`src/rtl/noc_pkg.sv`:
```
// Shared NoC router types, constants and width helpers.
package noc_pkg;

  localparam int PortQueueDepth = 5;
  localparam int MaxVc          = 8;

  typedef enum logic {
    kFlowControlCreditBased,
    kFlowControlAckNack
  } noc_flow_control_t;

  typedef logic [$clog2(MaxVc)-1:0] vc_id_t;

  typedef struct packed {
    logic head;
    logic tail;
  } preamble_t;

  function automatic int credits_width(int depth);
    return $clog2(depth + 1);
  endfunction

  function automatic int vc_width(int num_vc);
    return (num_vc > 1) ? $clog2(num_vc) : 1;
  endfunction

  localparam int CreditsWidth = credits_width(PortQueueDepth);

endpackage

```
`src/rtl/noc_rr_arbiter.sv`:
```
// Round-robin arbiter; the pointer names the first requester searched and
// moves to the one after the winner whenever the grant is consumed.
module noc_rr_arbiter #(
  parameter  int NumReq = 2,
  localparam int PtrW   = (NumReq > 1) ? $clog2(NumReq) : 1
) (
  input  logic              clk,
  input  logic              rst,
  input  logic [NumReq-1:0] req,
  input  logic              advance,
  output logic [NumReq-1:0] gnt
);

  logic [PtrW-1:0] ptr_q, ptr_d;
  logic            found;
  int              idx;

  always_comb begin
    gnt   = '0;
    ptr_d = ptr_q;
    found = 1'b0;
    idx   = 0;
    for (int i = 0; i < NumReq; i++) begin
      idx = int'(ptr_q) + i;
      if (idx >= NumReq) idx = idx - NumReq;
      if (!found && req[idx]) begin
        found    = 1'b1;
        gnt[idx] = 1'b1;
        ptr_d    = (idx == NumReq - 1) ? '0 : PtrW'(idx + 1);
      end
    end
    if (!advance) ptr_d = ptr_q;
  end

  always_ff @(posedge clk or negedge rst) begin
    if (!rst) ptr_q <= '0;
    else      ptr_q <= ptr_d;
  end

endmodule

```
`src/rtl/noc_vc_output_port.sv`:
```
// Router output port: per-VC arbitration with wormhole lock, downstream
// credit tracking and a registered single-flit link output.
module noc_vc_output_port
  import noc_pkg::*;
#(
  parameter  int                NumVc       = 2,
  parameter  int                DataWidth   = 64,
  parameter  int                VcDepth     = PortQueueDepth,
  parameter  noc_flow_control_t FlowControl = kFlowControlCreditBased,
  localparam int                VcW         = vc_width(NumVc),
  localparam int                CW          = credits_width(VcDepth),
  localparam int                FW          = $bits(preamble_t) + DataWidth
) (
  input  logic                     clk,
  input  logic                     rst,
  input  logic [NumVc-1:0]         in_valid,
  input  logic [NumVc-1:0][FW-1:0] in_flit,
  output logic [NumVc-1:0]         in_ready,
  output logic                     out_valid,
  output logic [FW-1:0]            out_flit,
  output logic [VcW-1:0]           out_vc,
  input  logic [NumVc-1:0]         credit_in,
  output logic [NumVc-1:0][CW-1:0] credits
);

  typedef struct packed {
    preamble_t            preamble;
    logic [DataWidth-1:0] payload;
  } flit_t;

  typedef enum logic {UNLOCKED, LOCKED} lock_state_e;

  lock_state_e             state_q, state_d;
  vc_id_t                  lock_vc_q, lock_vc_d;
  logic [NumVc-1:0][CW-1:0] cred_q, cred_d;
  logic                    out_valid_q, out_valid_d;
  flit_t                   out_flit_q, out_flit_d;
  logic [VcW-1:0]          out_vc_q, out_vc_d;

  logic [NumVc-1:0] eligible, req, gnt;
  logic [VcW-1:0]   gnt_idx;
  flit_t            sel_flit;
  logic             send_any, credit_ovf, body_unlocked;

  // In credit mode eligibility looks only at registered counts, so credit_in
  // never reaches the grant; in ack/nack mode the level gates it directly.
  always_comb begin
    eligible = '0;
    for (int v = 0; v < NumVc; v++) begin
      if (FlowControl == kFlowControlCreditBased) eligible[v] = in_valid[v] && (cred_q[v] != '0);
      else                                        eligible[v] = in_valid[v] && credit_in[v];
    end
    req = (state_q == LOCKED) ? (eligible & (NumVc'(1) << lock_vc_q)) : eligible;
    req = req & {NumVc{rst}};
  end

  noc_rr_arbiter #(.NumReq(NumVc)) u_arb (
    .clk     (clk),
    .rst     (rst),
    .req     (req),
    .advance (send_any),
    .gnt     (gnt)
  );

  assign send_any = |gnt;
  assign in_ready = gnt;

  always_comb begin
    gnt_idx = '0;
    for (int v = 0; v < NumVc; v++) if (gnt[v]) gnt_idx = VcW'(v);
  end

  assign sel_flit = flit_t'(in_flit[gnt_idx]);

  always_comb begin
    state_d       = state_q;
    lock_vc_d     = lock_vc_q;
    body_unlocked = 1'b0;
    if (send_any) begin
      if (sel_flit.preamble.tail) state_d = UNLOCKED;
      else if (sel_flit.preamble.head) begin
        state_d   = LOCKED;
        lock_vc_d = vc_id_t'(gnt_idx);
      end else body_unlocked = (state_q == UNLOCKED);
    end
  end

  always_comb begin
    cred_d     = cred_q;
    credit_ovf = 1'b0;
    if (FlowControl == kFlowControlCreditBased) begin
      for (int v = 0; v < NumVc; v++) begin
        if (gnt[v] && !credit_in[v]) cred_d[v] = cred_q[v] - CW'(1);
        else if (credit_in[v] && !gnt[v]) begin
          if (cred_q[v] == CW'(VcDepth)) credit_ovf = 1'b1;
          else                           cred_d[v]  = cred_q[v] + CW'(1);
        end
      end
    end
  end

  always_comb begin
    out_valid_d = send_any;
    out_flit_d  = out_flit_q;
    out_vc_d    = out_vc_q;
    if (send_any) begin
      out_flit_d = sel_flit;
      out_vc_d   = gnt_idx;
    end
  end

  always_ff @(posedge clk or negedge rst) begin
    if (!rst) begin
      state_q     <= UNLOCKED;
      lock_vc_q   <= '0;
      cred_q      <= {NumVc{CW'(VcDepth)}};
      out_valid_q <= 1'b0;
      out_flit_q  <= '0;
      out_vc_q    <= '0;
    end else begin
      state_q     <= state_d;
      lock_vc_q   <= lock_vc_d;
      cred_q      <= cred_d;
      out_valid_q <= out_valid_d;
      out_flit_q  <= out_flit_d;
      out_vc_q    <= out_vc_d;
    end
  end

  assign out_valid = out_valid_q;
  assign out_flit  = out_flit_q;
  assign out_vc    = out_vc_q;
  assign credits   = cred_q;

  always @(posedge clk) begin
    if (rst) begin
      assert (!credit_ovf) else $warning("credit return with counter already full");
      assert (!body_unlocked) else $warning("body flit without an open packet");
    end
  end

endmodule

```
`config.mk`:
```
export PLATFORM = sky130hd
export DESIGN_NAME = noc_vc_output_port
export DESIGN_NICKNAME = d
export VERILOG_FILES = /design/src/rtl/noc_pkg.sv /design/src/rtl/noc_rr_arbiter.sv /design/src/rtl/noc_vc_output_port.sv
export SDC_FILE = /design/constraint.sdc
export NUM_CORES = 1
export LEC_CHECK = 0
export CAP_MARGIN = 20
export CORE_MARGIN = 2
export CORE_UTILIZATION = 30
export DETAILED_ROUTE_END_ITERATION = 7
export PLACE_DENSITY_LB_ADDON = 0.12
export REMOVE_ABC_BUFFERS = 1
export SLEW_MARGIN = 15
export SYNTH_ARGS = -nofsm -noshare
export SYNTH_HDL_FRONTEND = slang
export SYNTH_HIERARCHICAL = 1
export SYNTH_SLANG_ARGS = --single-unit
```
`constraint.sdc`:
```
create_clock -name clk -period 3.2 [get_ports clk]
set_input_delay 0.96 -clock clk [delete_from_list [all_inputs] [get_ports clk]]
set_output_delay 0.96 -clock clk [all_outputs]
set_load 0.02 [all_outputs]
```
==> out/qor.yml <==
status:
  status: "finished, final reports clean"
setup_path:
  crit_path_end_kind: "output port"
  path_class: "primary input to output port"
  crit_arrival_ps: 2180
  worstPathMaxFanout: 2
  startpoint: "in_valid[0]"
  slowest_delay_ps: 450
  slowest_stage: "clkdlybuf4s50_1"
  path_cells: "clkdlybuf4s50_1 -> nand2_1 -> a211oi_2 -> a21boi_4 -> buf_6"
  reg2reg_depth: 10
  reg2reg_from: "credits[2]"
  crit_path_start_kind: "primary input"
  crit_required_ps: 2240
cts:
  cts_buffers: 9
  ctsHoldBuffers: 0
  clock_latency_ps: 330
  clk_pin_slew_worst_paths_ps: 60
  htreeDepth: 3
  cts_buffer_depth: 2
  clock_sinks: 77
  tritoncts: "yes"
  cts_root_buf: "clkbuf_16"
routing:
  viasPerCell: 4.52
  wirelength_mm: 11.4
  wl_per_cell_um: 15.2
  dr.first_iter.drc_count: 124
  route.vias.total: 3373
  drc: 0
  firstDrtPassIters: 4
  ant_nets: 0
yosys:
  synth_edf_count: 0
  syn_area_sq_um: 3760
  synth_seq_cells: 77
  yosysTopAreaCellShare_pct: 48.6
  yosysSeqAreaShare_pct: 51.4
  synthesis.instances: 356
  ys_types: 29
  yosys_warnings: 6
  netlist_top_cells_count: "dfrtp_1 (73), nand2_1 (71), mux2i_1 (64)"
  yosysTopAreaCell: "dfrtp_1"
  synth.most_common_cell: "dfrtp_1"
  synth_top_flop_cell: "dfrtp_1"
  synthTopCellsByArea: "dfrtp_1 (49%), mux2i_1 (17%), nand2_1 (7.1%)"
  avgSynthCellArea_sq_um: 10.6
  async_flop_share_pct: 100
finish:
  num_antenna_cells: 0
  area_growth_pct: 69.4
  fill_cells: 1158
  stdcell_count: 747
  drive_gt1_share_pct: 7.77
  post-route-cell-area_sq_um: 6370
  nNetsFinal: 716
  multi_input_area_sq_um: 1610
  seq_area_sq_um: 1930
place:
  placed_cells: 730
  routabilityCongestion: 0.744
  hpwl_mm: 8.42
  placed_area_sq_um: 6070
  place.port_buffers: 213
grt:
  grt.overflow.total: 0
  grt_pass1_wl_mm: 17.4
  grt_pass1_vias: 3504
  grtUsageTotal_pct: 16.8
  grt_start_max_net_pins: 89
  antenna_found_initial: 0
power_and_ir_drop:
  power_density_nw_per_um2: 885
  leakage_nw: 2.50
  ir_drop_mv: 0.414
hold_path:
  min_path_cells: 1
  min-delay-start: "out_vc"
  min_path_type: "flip-flop to flip-flop"
flow_run:
  max-cap-violations: 0
sta:
  worstMarginPinSlew_ps: 609
  hold_violations: 0
  setup_violations: 0
  maxSlewHeadroom_pct: 59.4
  fmax_mhz: 318
  timing.final.crit_share_pct: 98.2
  clock_skew_ps: 5.75
  drv_slew: 0
  post-route-min-period_ps: 3140
floorplanning:
  ios: 214
  die-area_sq_um: 13400
  floorplan.rows: 40
  die_h_um: 116
  floorplan.initialDensity_pct: 31.1
  die-width_um: 116
  core-area_sq_um: 12100
## timing repair
item / CTS / global route
endpoints found under the setup margin: 2 / 4
resized for setup: 6 / 6
pin swaps: 0 / 3
buffers inserted: 1 / 0
## cell type report
cell class              count  area share [%]
clock buffers              15            4.20
clock inverters             1          0.0786
inverters                  12           0.707
multi-input cells         244            25.2
flip-flops and latches     77            30.3
well taps                 168            3.30
repair buffers            230            36.2
## report_power, final
part | switching, W | leakage, nW | internal [W]
Clock | 0.000380 | 0.134 | 0.000568
Sequential | 0.000314 | 0.924 | 0.00148
Combinational | 0.00144 | 1.44 | 0.00146
## per-layer routing
layer  routed length, um  part of all wire [%]  global-route usage [%]  vias up
li1                    -                     -                       -     1662
met1                4800                    42                    20.4     1574
met2                5360                    47                    27.4      125
met3                1020                   8.9                    6.85       12
met4                 187                   1.6                    5.24        0
met5                   0                     0                       0        -
## logic make-up after synthesis
family	after synthesis	share of synthesized area (%)
simple gates	81	8.72
xor+xnor	2	0.466
compound gates	91	13.1
buf+inv	35	6.75
mux	66	17.8
fa+ha+maj	4	1.73
flops	77	51.4
## worst max-delay path: cells and delay by family
kind | cells | cell delay (ps)
buffers and inverters | 2 | 610
AND/OR/NAND/NOR | 1 | 80
AO/OA/AOI/OAI | 2 | 520
## metrics by stage
stage | setup TNS (ps) | utilization, % | power (W) | hold WS (ps) | worst slack, ps
after floorplan | -500570 | - | 0.00338 | 467 | -7490
after global placement | -1290 | 50.1 | 0.00465 | 472 | -513
after detailed placement | -1500 | 50.1 | 0.00471 | 481 | -511
after CTS | 0 | 52.4 | 0.00570 | 495 | 9.79
after global routing | -3.61 | 52.6 | 0.00600 | 512 | -3.61
final | 0 | 52.6 | 0.00564 | 491 | 56.9
## sequential cells by signal, summed over array words and instances (netlist names)
register	count
out_valid	1
state_q	1
lock_vc_q	1
out_vc	1
credits	6
u_arb/ptr_q	1
out_flit	66
## final timing paths
path,end,slack [ps]
setup / recovery,in_ready[0],60
hold / removal,out_vc,490
setup reg to reg,credits[2],600
hold reg to reg,out_vc,490
max in group asynchronous,out_flit[6],2030
min in group asynchronous,credits[4],670
## layout by cell type (no fill, tap or decap), types with 3 or more instances in the layout
cell             netlist  routed
a21oi_1                6       6
a2bb2oi_1              3       3
a31oi_1                5       5
buf_12                 5       3
buf_4                  1      14
buf_6                  4       3
clkbuf_1               7       4
clkbuf_16              0       9
clkdlybuf4s50_1        0     209
dfrtp_1               73      73
dfstp_2                4       4
inv_1                 12      12
mux2i_1               64      64
nand2_1               71      71
nor2b_1                4       4
o21ai_0               29      28
o21ai_1               40      41
Note: power is estimated with default switching activity, not from simulation.
